<file path="config.mk">
export PLATFORM = sky130hd
export DESIGN_NAME = t1_run_sequencer
export DESIGN_NICKNAME = d
export VERILOG_FILES = /design/src/rtl/t1_run_sequencer.sv
export SDC_FILE = /design/constraint.sdc
export NUM_CORES = 1
export LEC_CHECK = 0
export ABC_CLOCK_PERIOD_IN_PS = 10730
export CORE_ASPECT_RATIO = 0.5
export CORE_UTILIZATION = 40
export CTS_CLUSTER_DIAMETER = 30
export DETAILED_ROUTE_END_ITERATION = 12
export PLACE_DENSITY = 0.74
export SETUP_SLACK_MARGIN = 0.3
export SYNTH_ARGS = -nofsm -noshare
export SYNTH_HDL_FRONTEND = slang
export SYNTH_SLANG_ARGS = --single-unit
</file>
<file path="constraint.sdc">
create_clock -name clock -period 10.73 [get_ports clock]
set_input_delay 2.146 -clock clock [delete_from_list [all_inputs] [get_ports clock]]
set_output_delay 2.146 -clock clock [all_outputs]
set_load 0.01 [all_outputs]
</file>
<file path="src/rtl/t1_run_sequencer.sv">
// Run controller for the T1 emulation harness: DUT reset release, cycle count, watchdog polling,
// trace window and terminal done/fault. Define T1_SEQ_POLL_TIMEOUT_EN to bound the wait for wd_ack.
module t1_run_sequencer #(
    parameter int RESET_HOLD   = 2,
    parameter int CYCLE_W      = 64,
    parameter int POLL_PERIOD  = 1,
    parameter int POLL_TIMEOUT = 1024
) (
    input  logic               clock,
    input  logic               reset,
    input  logic [CYCLE_W-1:0] dump_start,
    input  logic [CYCLE_W-1:0] dump_end,
    output logic               dut_reset,
    output logic               wd_req,
    input  logic               wd_ack,
    input  logic [7:0]         wd_status,
    output logic               trace_en,
    output logic [CYCLE_W-1:0] cycle,
    output logic               done,
    output logic               fault,
    output logic [1:0]         fault_code,
    output logic [2:0]         state_dbg
);

    if (RESET_HOLD < 1 || POLL_PERIOD < 1 || POLL_TIMEOUT < 1) begin : g_bad_param
        $error("t1_run_sequencer: RESET_HOLD, POLL_PERIOD and POLL_TIMEOUT must be >= 1");
    end

    localparam int HW = $clog2(RESET_HOLD + 1);
    localparam int PW = $clog2(POLL_PERIOD + 1);
    localparam logic [HW-1:0] HOLD_LAST = HW'(RESET_HOLD - 1);
    localparam logic [PW-1:0] POLL_LAST = PW'(POLL_PERIOD - 1);

    typedef enum logic [2:0] {S_INIT, S_RUN, S_POLL, S_DONE, S_FAULT} state_t;

    state_t             state, state_nxt;
    logic [HW-1:0]      hold_cnt, hold_nxt;
    logic [PW-1:0]      poll_cnt, poll_nxt;
    logic [CYCLE_W-1:0] start_r, start_nxt, end_r, end_nxt, cycle_nxt;
    logic [1:0]         code_nxt;
    logic               end_hit, live, live_nxt;
`ifdef T1_SEQ_POLL_TIMEOUT_EN
    localparam int TW = $clog2(POLL_TIMEOUT + 1);
    localparam logic [TW-1:0] TO_LAST = TW'(POLL_TIMEOUT - 1);
    logic [TW-1:0]      wait_cnt, wait_nxt;
`endif

    assign state_dbg = state;
    assign live      = (state == S_RUN) || (state == S_POLL);
    assign live_nxt  = (state_nxt == S_RUN) || (state_nxt == S_POLL);
    assign end_hit   = (end_r != '0) && (cycle == end_r);

    always_comb begin
        state_nxt = state;
        hold_nxt  = hold_cnt;
        poll_nxt  = poll_cnt;
        start_nxt = start_r;
        end_nxt   = end_r;
        code_nxt  = fault_code;
        cycle_nxt = cycle;
`ifdef T1_SEQ_POLL_TIMEOUT_EN
        wait_nxt  = wait_cnt;
`endif
        case (state)
            S_INIT: begin
                if (hold_cnt == HOLD_LAST) begin
                    state_nxt = S_RUN;
                    poll_nxt  = '0;
                    start_nxt = dump_start;
                    end_nxt   = dump_end;
                end else begin
                    hold_nxt = hold_cnt + 1'b1;
                end
            end
            S_RUN: begin
                if (end_hit) begin
                    state_nxt = S_FAULT;
                    code_nxt  = 2'd2;
                end else if (poll_cnt == POLL_LAST) begin
                    state_nxt = S_POLL;
                    poll_nxt  = '0;
`ifdef T1_SEQ_POLL_TIMEOUT_EN
                    wait_nxt  = '0;
`endif
                end else begin
                    poll_nxt = poll_cnt + 1'b1;
                end
            end
            S_POLL: begin
                // A terminal watchdog answer beats the dump_end hit; a "continue" answer does not.
                if (wd_ack && wd_status == 8'd255) begin
                    state_nxt = S_DONE;
                end else if (wd_ack && wd_status != 8'd0) begin
                    state_nxt = S_FAULT;
                    code_nxt  = 2'd1;
                end else if (end_hit) begin
                    state_nxt = S_FAULT;
                    code_nxt  = 2'd2;
                end else if (wd_ack) begin
                    state_nxt = S_RUN;
                    poll_nxt  = '0;
                end
`ifdef T1_SEQ_POLL_TIMEOUT_EN
                else if (wait_cnt == TO_LAST) begin
                    state_nxt = S_FAULT;
                    code_nxt  = 2'd3;
                end else begin
                    wait_nxt = wait_cnt + 1'b1;
                end
`endif
            end
            default: ;
        endcase
        // The edge that terminates the run does not count, so cycle shows the cycle it stopped on.
        if (live && live_nxt && cycle != '1) begin
            cycle_nxt = cycle + 1'b1;
        end
    end

    always_ff @(posedge clock) begin
        if (reset) begin
            state      <= S_INIT;
            hold_cnt   <= '0;
            poll_cnt   <= '0;
            start_r    <= '0;
            end_r      <= '0;
            cycle      <= '0;
            dut_reset  <= 1'b1;
            wd_req     <= 1'b0;
            trace_en   <= 1'b0;
            done       <= 1'b0;
            fault      <= 1'b0;
            fault_code <= 2'd0;
`ifdef T1_SEQ_POLL_TIMEOUT_EN
            wait_cnt   <= '0;
`endif
        end else begin
            state      <= state_nxt;
            hold_cnt   <= hold_nxt;
            poll_cnt   <= poll_nxt;
            start_r    <= start_nxt;
            end_r      <= end_nxt;
            cycle      <= cycle_nxt;
            dut_reset  <= (state_nxt == S_INIT);
            wd_req     <= (state_nxt == S_POLL);
            trace_en   <= live_nxt && (cycle_nxt >= start_nxt);
            done       <= (state_nxt == S_DONE);
            fault      <= (state_nxt == S_FAULT);
            fault_code <= code_nxt;
`ifdef T1_SEQ_POLL_TIMEOUT_EN
            wait_cnt   <= wait_nxt;
`endif
        end
    end

endmodule

</file>
# == Word level (Yosys, flattened, before mapping) ==
# Cells that the tools add are included.
# classes
n_eq_ne,16
magnitude_cmp,1
n_mux,23
add_sub_neg,3
reduce_logical,18
bitwise_logic,1
# ops
cell,n
$mux 64,3
$add 64x1->64 const B,1
$eq 64x64->1,1
$ge 64x64->1,1
$ne 64x64->1 const B,1
$reduce_bool 64->1,1
$mux 3,7
$ne 2x2->1 const B,6
$eq 3x2->1 const B,3
$pmux 3 s3,1
$eq 8x8->1 const B,1
$reduce_bool 8->1,1
$mux 1,7
$reduce_and 7->1,1
$eq 3x1->1 const B,2
$logic_and 1x1->1,6
$logic_not 3->1,2
$mux 2,3
$reduce_and 2->1,3
$pmux 2 s2,1
$eq 3x3->1 const B,1
$pmux 1 s3,1
$reduce_bool 3->1,1
$add 2x1->2 const B,1
5 further kinds,6
# word_totals
inputBits,139
reg_bits,205
out_inout_bits,74

# == Longest topological paths before layout ==
# Gate-level depths: netlist of the first run.
# depth
depth_word,13
depth_mapped,21
mapped_depth_nobuf,19

# == Worst setup path after synthesis of the first run ==
# Ideal clock, no wire load.
# synth_timing
path_kind,input port to flip-flop
startpoint,in wd_status[6]
endpoint,reg trace_en
required_time_ns,10.596
path_slack_ns,4.993
arrival_ns,5.603
setup_time_ns,0.134
path_stages,18
cell_sequence,nand4_1 or2_1 and3b_1 or2_2 a211oi_4 o311ai_1 or4_4 nor3_2 xor2_1 ha_1 nand2_1 nor4_1 a2111oi_0 o21ai_0 o221ai_1 o211ai_1 a31oi_1 nor4b_1
# synth_via
elab_chain_cells,12
word_cells_on_any_way,15
classes_between,1 x order compare; 3 x eq/ne; 4 x mux; 7 x reduce/logical
# synth_rtl
item,line_no,rtl
start: declaration,16,"input logic [7:0] wd_status,"
$reduce_bool 8->1,93,end else if (wd_ack && wd_status != 8'd0) begin
$logic_and 1x1->1,93,
$mux 3,93,
$mux 3 (*),91,if (wd_ack && wd_status == 8'd255) begin
$pmux 3 s3 (*),64,case (state)
$eq 3x1->1 / $eq 3x2->1 (equally long branches),50,assign live_nxt = (state_nxt == S_RUN) || (state_nxt == S_POLL);
$logic_or 1x1->1 (*),50,
$logic_and 1x1->1 (*) (2 in series),115,if (live && live_nxt && cycle != '1) begin
$mux 64 (*),115,
via cycle_nxt[60],39,"logic [CYCLE_W-1:0] start_r, start_nxt, end_r, end_nxt, cycle_nxt;"
$ge 64x64->1 (*),146,trace_en <= live_nxt && (cycle_nxt >= start_nxt);
$logic_and 1x1->1 (*),146,
end signal: assignment,146,
end: declaration,17,"output logic trace_en,"
# Mark *: on every way through the listed nets, which the timed path passes. The rest lies on a longest branch.
# A chain may end at the register's enable or synchronous reset.

# == Final worst setup path of the first run ==
# layout_timing
startpoint,in wd_status[3]
endpoint,reg trace_en
# The elaborated chain is that of the path after synthesis.

==> results of run 1 <==
synthesized netlist by cell type (2+ instances only):
cell | n | area share [%]
a2111oi_0 | 2 | 0.16
a211oi_1 | 5 | 0.35
a21o_1 | 18 | 1.3
a21oi_1 | 84 | 3.9
a31oi_1 | 2 | 0.12
and2_1 | 3 | 0.18
and3_1 | 17 | 1.0
and4_1 | 7 | 0.57
buf_1 | 11 | 0.39
buf_2 | 8 | 0.38
clkbuf_1 | 41 | 1.4
dfxtp_1 | 204 | 38
ha_1 | 66 | 7.7
inv_1 | 16 | 0.56
mux2_1 | 4 | 0.42
mux2_2 | 10 | 1.1
mux2i_1 | 63 | 5.9
nand2_1 | 173 | 6.1
nand2b_1 | 3 | 0.18
nand3_1 | 25 | 1.2
nand3b_1 | 3 | 0.21
nand4_1 | 37 | 2.2
nor2_1 | 111 | 3.9
nor2b_1 | 61 | 3.6
nor3_1 | 35 | 1.6
nor3b_1 | 2 | 0.14
nor4_1 | 44 | 2.6
nor4_2 | 2 | 0.23
nor4b_1 | 4 | 0.33
nor4b_2 | 2 | 0.28
o211ai_1 | 4 | 0.28
o21ai_0 | 11 | 0.52
o31ai_1 | 3 | 0.21
or2_1 | 2 | 0.12
or3_1 | 4 | 0.23
xnor2_1 | 30 | 2.5
xor2_1 | 98 | 8.0
state kept, by name (all words and copies together), names as in the netlist:
register	count
wd_req	1
done	1
trace_en	1
state_dbg	3
dut_reset	1
cycle	64
fault_code	2
hold_cnt	2
start_r	64
fault	1
end_r	64
worst reg2reg max path, delay by kind of cell, from the launching register on:
family	cells	cell delay [ps]
AO/OA/AOI/OAI	1	170
XOR/XNOR	1	150
adder cells (fa/ha/maj)	1	310
flip-flops	1	510
AND/OR/NAND/NOR	13	4660
worst max-delay path by stage:
stage | from | endpoint | cells after the start
3_3_place_gp | wd_status[5] | trace_en$_SDFF_PP0_ | 18
5_1_grt | wd_status[5] | trace_en$_SDFF_PP0_ | 18
2_1_floorplan | wd_status[6] | trace_en$_SDFF_PP0_ | 18
6_report | wd_status[3] | trace_en$_SDFF_PP0_ | 18
3_5_place_dp | wd_status[7] | trace_en$_SDFF_PP0_ | 18
4_1_cts | wd_status[7] | trace_en$_SDFF_PP0_ | 18
through the flow:
step	setup WS [ps]	util, %
after floorplan	4993	-
after global placement	3480	50.84
after detailed placement	3451	50.84
after CTS	4005	55.00
after global routing	3604	55.00
final	3907	55.00
power by group:
part | leakage [nW] | switching (mW) | total (mW) | internal, mW
clock network | 0.510 | 0.409 | 1.03 | 0.625
logic | 3.80 | 0.569 | 0.945 | 0.376
registers | 1.66 | 0.0834 | 0.960 | 0.877
total | 5.97 | 1.06 | 2.94 | 1.88
kinds of logic (layout without fill, tap and decap cells):
kind of cell,after synthesis,after routing
buffers and inverters,77,294
adder cells (fa/ha/maj),66,66
AO/OA/AOI/OAI,139,139
flip-flops,204,204
AND/OR/NAND/NOR,543,543
multiplexers,77,77
XOR/XNOR,128,128
layer usage:
layer	global-route usage (%)	vias up	part of all wire (%)
met5	0	-	0
met4	8.415	0	3.2
met3	4.869	72	7.6
met2	40.35	369	47
met1	32.17	4634	43
li1	-	4681	-
cell type report:
cell class / instances / area share [%]
multi-input combinational: 953 / 44.63
clock buffer: 34 / 5.639
clock inverter: 24 / 1.921
timing repair buffer: 220 / 15.45
tap: 344 / 3.045
sequential: 204 / 28.89
inverter: 16 / 0.4249
==> summary.md, run 1 <==
| Metric | Value |
|---|---|
| Leak Pwr | `5.968 nW` |
| Slowest-stage cell, CP | `nor4_1` |
| Post-synthesis mux area share | `7.388%` |
| FF-to-FF End | `trace_en$_SDFF_PP0_` |
| Ys async rst share | `0%` |
| Initial antenna violation count | `0` |
| Worst Hold Slack | `467.6 ps` |
| Post-synthesis xor/xnor area fraction | `10.51%` |
| Hold Startpoint | `fault_code[1]$_SDFFE_PP0P_` |
| Share of layout cells above drive strength 1 | `6.203%` |
| Final wirelength | `34,200 um` |
| Vias | `9,756` |
| TritonCTS Sinks | `204` |
| Syn Area/Cell | `8.646 um^2` |
| Height of the die | `117.5 um` |
| Slew Viols, Final | `0` |
| DRT iter0 DRCs | `967` |
| Status | `complete, no violations` |
| Setup CP Type | `primary input to flip-flop` |
| Worst Setup Start Kind | `primary input` |
| First-pass GRT wire length | `53,030 um` |
| Post-synthesis compound-gate area fraction | `7.834%` |
| CP Cell Sequence | `clkdlybuf4s50_1 > nand4_1 > or2_1 > and3b_1 > or2_2 > a211oi_4 > o311ai_2 > buf_4 > or4_4 > nor3_2 > xor2_1 > ha_1 > nand2_1 > nor3_1 > nand4_1 > nor4_1 > a31oi_1 > nor4b_1` |
| Skew final | `24.95 ps` |
| Core area | `0.02570 mm^2` |
| Setup_tns | `0 ps` |
| Most frequent cells in the layout | `211 x clkdlybuf4s50_1, 204 x dfxtp_1, 172 x nand2_1` |
| Final nets | `1,631` |
| Crit Path Max Fanout | `21` |
| Rel. slew slack | `45.50%` |
| Worst r2r path cells | `16` |
| Critical path's largest stage delay | `710 ps` |
| DRC violations left | `0` |
| Hold crit path type | `flip-flop to flip-flop` |
| Antenna-violating nets left | `0` |
| Reg area | `0.004084 mm^2` |
| Hold Path Stages | `2` |
| MaxCap Viol Count | `0` |
| Placed Area | `0.01307 mm^2` |
| Commonest non-fill, non-tap cell in the layout | `clkdlybuf4s50_1` |
| Number of hold buffers added after CTS | `0` |
| Multi-input logic area | `0.006309 mm^2` |
| Synth Net Count | `1,439` |
| Critical path data required time | `11,210 ps` |
| DR vias/cell | `5.435` |
| Worst IR drop on VDD | `0.1288 mV` |
| Post-Syn Instances | `1,234` |
| Crit path DAT | `7310 ps` |
| Synth Area in Adders | `7.740%` |
| Post-DP HPWL | `26,230 um` |
| Largest family of logic cells by synthesized area | `simple AND/OR/NAND/NOR gates` |
| Gr usage total | `24.61%` |
| Unrepaired setup endpoints after global routing | `false` |
| Pwr Density | `207.9 mW/mm^2` |
| Total gr overflow | `0` |
| Sequential fraction of the synthesis area | `38.28%` |
| Filler cell count | `2,273` |
| Post-Synth Simple-Gate Area | `25.41%` |
| YS warnings | `0` |
| First-pass iteration count of the detailed router | `5` |
| Final period util | `63.59%` |
| Endpoints failing hold | `0` |
| Seq cells post-synth | `204` |
| Yosys cell types | `56` |
| Register-to-register setup slack | `4850 ps` |
| Minimum clock period | `6823 ps` |
| Maximum buffer depth of the clock tree | `3` |
| Post-CTS Setup Inserts | `0` |
| Cts bufs inserted | `31` |
| IO Count | `213` |
| Number of global-route vias before repair | `9,591` |
| GPL Wtd Cong | `0.9629` |
| H-tree levels | `1` |
| Hold Path End | `fault_code[1]$_SDFFE_PP0P_` |
| Die W | `233.0 um` |
| Post-Syn Area | `0.01067 mm^2` |
| CTS root buf | `clkbuf_16` |
| # setup viols final | `0` |
| Area Overhead vs Synth | `32.48%` |
| Starting Density | `41.51%` |
| Max Freq | `0.1466 GHz` |
| CP Capture Type | `flip-flop` |
| Full die area | `0.02737 mm^2` |
| Port buffer count | `212` |
| Fin cells | `1,795` |
| CTS tree | `built` |
| Top delay family on crit path | `simple AND/OR/NAND/NOR gates` |
| Design area | `0.01413 mm^2` |
| DP Cell Count | `1,737` |
| Post-synth EDFFs | `0` |
| CP dominant cell by count | `nand4_1` |
| Reg-to-Reg Start | `cycle[7]$_SDFF_PP0_` |
| Wirelength per Cell | `19.05 um` |
| Row count | `41` |
| Most used flip-flop cell after synthesis | `dfxtp_1` |
| Worst Max-Slew Pin Slew | `815.3 ps` |
| Power consumption | `2.939 mW` |
| Antenna cells | `0` |
| Largest net degree at the start of global routing | `89` |
| Worst-path clk slew | `60 ps` |
| Worst path buffer plus inverter count | `2` |
| Post-CTS sizing | `0` |
| Clock latency on the worst-skew pair | `580 ps` |
Power figures use the tool's default switching activity.
==> run 2, diff against run 1 <==
--- a/config.mk
+++ b/config.mk
@@ -5,7 +5,7 @@
 export SDC_FILE = /design/constraint.sdc
 export NUM_CORES = 1
 export LEC_CHECK = 0
-export ABC_CLOCK_PERIOD_IN_PS = 10730
+export ABC_CLOCK_PERIOD_IN_PS = 7000
 export CORE_ASPECT_RATIO = 0.5
 export CORE_UTILIZATION = 40
 export CTS_CLUSTER_DIAMETER = 30
==> constraint.sdc (replaced) <==
create_clock -name clock -period 7 [get_ports clock]
set_input_delay 1.4 -clock clock [delete_from_list [all_inputs] [get_ports clock]]
set_output_delay 1.4 -clock clock [all_outputs]
set_load 0.01 [all_outputs]
==> run 2 against run 1 <==
Clock-buffer cell count is 2 lower. Sequential cell count stayed put. Final cell count stayed put. Design area hardly changed.
==> summary.md, run 2 (synthesis gave the netlist of run 1 again) <==
| Metric | Value |
|---|---|
| Post-CTS sizing | `0 (unchanged)` |
| Vias | `9,802 (+0.47%)` |
| MaxCap Viol Count | `0 (unchanged)` |
| Pwr Density | `318.0 mW/mm^2 (+53%)` |
| Antenna-violating nets left | `0 (unchanged)` |
| Total gr overflow | `0 (unchanged)` |
| Starting Density | `41.51% (unchanged)` |
| Skew final | `15.40 ps (-9.551 ps)` |
| Minimum clock period | `5922 ps` |
| Launch point of the critical path | `wd_status[3]` |
| Commonest non-fill, non-tap cell in the layout | `clkdlybuf4s50_1` |
| Number of global-route vias before repair | `9,735 (+1.5%)` |
| DRT iter0 DRCs | `853 (-12%)` |
| TritonCTS Sinks | `204 (unchanged)` |
| Filler cell count | `2,228 (-2.0%)` |
| Post-CTS Setup Inserts | `0 (unchanged)` |
| Rel. slew slack | `40.52% (-5.0 points)` |
| Final worst slack | `1078 ps (-2829 ps)` |
| Area Overhead vs Synth | `32.54% (about the same)` |
| Full die area | `0.02737 mm^2 (unchanged)` |
| Post-DP HPWL | `26,100 um (-0.51%)` |
| Worst IR drop on VDD | `0.2174 mV (+69%)` |
| Multi-input logic area | `0.006309 mm^2 (unchanged)` |
| Final nets | `1,632 (+0.061%)` |
| Maximum buffer depth of the clock tree | `3 (unchanged)` |
| FF-to-FF End | `trace_en$_SDFF_PP0_` |
| Largest net degree at the start of global routing | `120 (+35%)` |
| Final period util | `84.60%` |
| Max Freq | `0.1689 GHz` |
| Share of layout cells above drive strength 1 | `6.272% (+0.069 points)` |
| Critical path data required time | `7400 ps (-3810 ps)` |
| Die W | `233.0 um (unchanged)` |
| H-tree levels | `1 (unchanged)` |
| Slew Viols, Final | `0 (unchanged)` |
| First-pass iteration count of the detailed router | `5 (unchanged)` |
| Setup_tns | `0 ps (unchanged)` |
| Worst path buffer plus inverter count | `2 (unchanged)` |
| Reg area | `0.004084 mm^2 (unchanged)` |
| Unrepaired setup endpoints after global routing | `false` |
| Core area | `0.02570 mm^2 (unchanged)` |
| Endpoints failing hold | `0 (unchanged)` |
| Port buffer count | `212 (unchanged)` |
| IO Count | `213 (unchanged)` |
| Final wirelength | `34,020 um (-0.52%)` |
| Fin cells | `1,795 (unchanged)` |
| First-pass GRT wire length | `53,300 um (+0.49%)` |
| CTS tree | `built` |
| Critical Path Sink | `trace_en$_SDFF_PP0_` |
| Slowest-stage cell, CP | `or4_4` |
| Gr usage total | `24.60% (about the same)` |
| Row count | `41 (unchanged)` |
| Setup CP Type | `primary input to flip-flop` |
| Leak Pwr | `5.968 nW (about the same)` |
| DR vias/cell | `5.461 (+0.47%)` |
| Status | `complete, no violations` |
| Number of hold buffers added after CTS | `0 (unchanged)` |
| Reg-to-Reg Start | `cycle[45]$_SDFF_PP0_` |
| Crit Path Max Fanout | `21 (unchanged)` |
| Initial antenna violation count | `0 (unchanged)` |
| DRC violations left | `0 (unchanged)` |
| Crit path depth | `20 (+2)` |
| CP Capture Type | `flip-flop` |
| DP Cell Count | `1,739 (+0.12%)` |
| Clock latency on the worst-skew pair | `560 ps (-20 ps)` |
| Post-place setup slack | `599.8 ps (-2851 ps)` |
| Most frequent cells in the layout | `211 x clkdlybuf4s50_1, 204 x dfxtp_1, 172 x nand2_1` |
| Height of the die | `117.5 um (unchanged)` |
| Critical path's largest stage delay | `590 ps (-120 ps)` |
| Worst-path clk slew | `60 ps (about the same)` |
| Biggest regs | `cycle: 64 flops, end_r: 64 flops, start_r: 64 flops` |
| Antenna cells | `0 (unchanged)` |
| Crit path DAT | `6320 ps (-990 ps)` |
| GPL Wtd Cong | `0.9643 (+0.15%)` |
| Worst Setup Start Kind | `primary input` |
| Worst Max-Slew Pin Slew | `892.2 ps (+76.90 ps)` |
| Register-to-register setup slack | `1190 ps (-3660 ps)` |
| Top delay family on crit path | `simple AND/OR/NAND/NOR gates` |
| CP Cell Sequence | `clkdlybuf4s50_1 > nand4_1 > or2_1 > and3b_1 > or2_2 > a211oi_4 > o311ai_2 > buf_4 > or4_4 > nor3_2 > xor2_1 > ha_1 > nand2_1 > nor4_1 > a2111oi_0 > o21ai_0 > o221ai_1 > o211ai_1 > a31oi_1 > nor4b_1` |
| CTS root buf | `clkbuf_16` |
| Hold crit path type | `flip-flop to flip-flop` |
| Wirelength per Cell | `18.95 um (-0.52%)` |
| Cts bufs inserted | `30 (-3.2%)` |
| Hold Path Stages | `2 (unchanged)` |
| Worst r2r path cells | `19 (+3)` |
| # setup viols final | `0 (unchanged)` |
-- run 2: changes by cell type in the layout (fill, tap and decap cells not counted) --
cell,delta
inv_8,-3
buf_4,+2
bufinv_16,+1
clkbuf_1,-1
clkbuf_8,-1
clkinv_2,+1
clkinvlp_4,+1
-- run 2: metrics by stage --
step | utilization, % | area [um^2] | total power, mW | hold slack [ps]
detailed placement | 50.90 | 13080 | 2.927 | 451.8
floorplan | - | 10670 | 2.458 | 444.3
finish | 55.02 | 14140 | 4.497 | 463.8
global route | 55.02 | 14140 | 4.725 | 498.6
CTS | 55.02 | 14140 | 4.505 | 464.3
global placement | 50.90 | 13080 | 2.881 | 455.3
-- run 2: layout make-up --
type                    count  area share [%]
clock buffers              32           5.512
clock inverters            24           1.982
inverters                  16          0.4247
multi-input cells         953           44.61
flip-flops and latches    204           28.88
well taps                 344           3.044
repair buffers            222           15.55
-- run 2: worst min path at each step --
| stage | from | end | slack [ps] |
|---|---|---|---|
| after floorplan | start_r[0]$_SDFF_PP0_ | start_r[0]$_SDFF_PP0_ | 440 |
| after global placement | start_r[0]$_SDFF_PP0_ | start_r[0]$_SDFF_PP0_ | 460 |
| after detailed placement | fault_code[1]$_SDFFE_PP0P_ | fault_code[1]$_SDFFE_PP0P_ | 450 |
| after CTS | fault_code[1]$_SDFFE_PP0P_ | fault_code[1]$_SDFFE_PP0P_ | 460 |
| after global routing | end_r[42]$_SDFFE_PP0P_ | end_r[42]$_SDFFE_PP0P_ | 500 |
| final | start_r[0]$_SDFF_PP0_ | start_r[0]$_SDFF_PP0_ | 460 |
-- run 2: worst min-delay path: stages (launching register included) --
cell and delay [ps]:
dfxtp_1 300, nand2_1 60, a21oi_1 60
-- run 2: layer usage --
layer	wire, um	vias up	global-route usage, %
li1	-	4690	-
met1	14470	4660	31.12
met2	15950	362	41.41
met3	2261	90	4.700
met4	1343	0	9.109
met5	0	-	0
-- run 2: power breakdown --
part / switching, mW / internal [mW] / total [mW]
Clock: 0.602 / 0.972 / 1.57
Sequential: 0.127 / 1.34 / 1.47
Combinational: 0.872 / 0.581 / 1.45
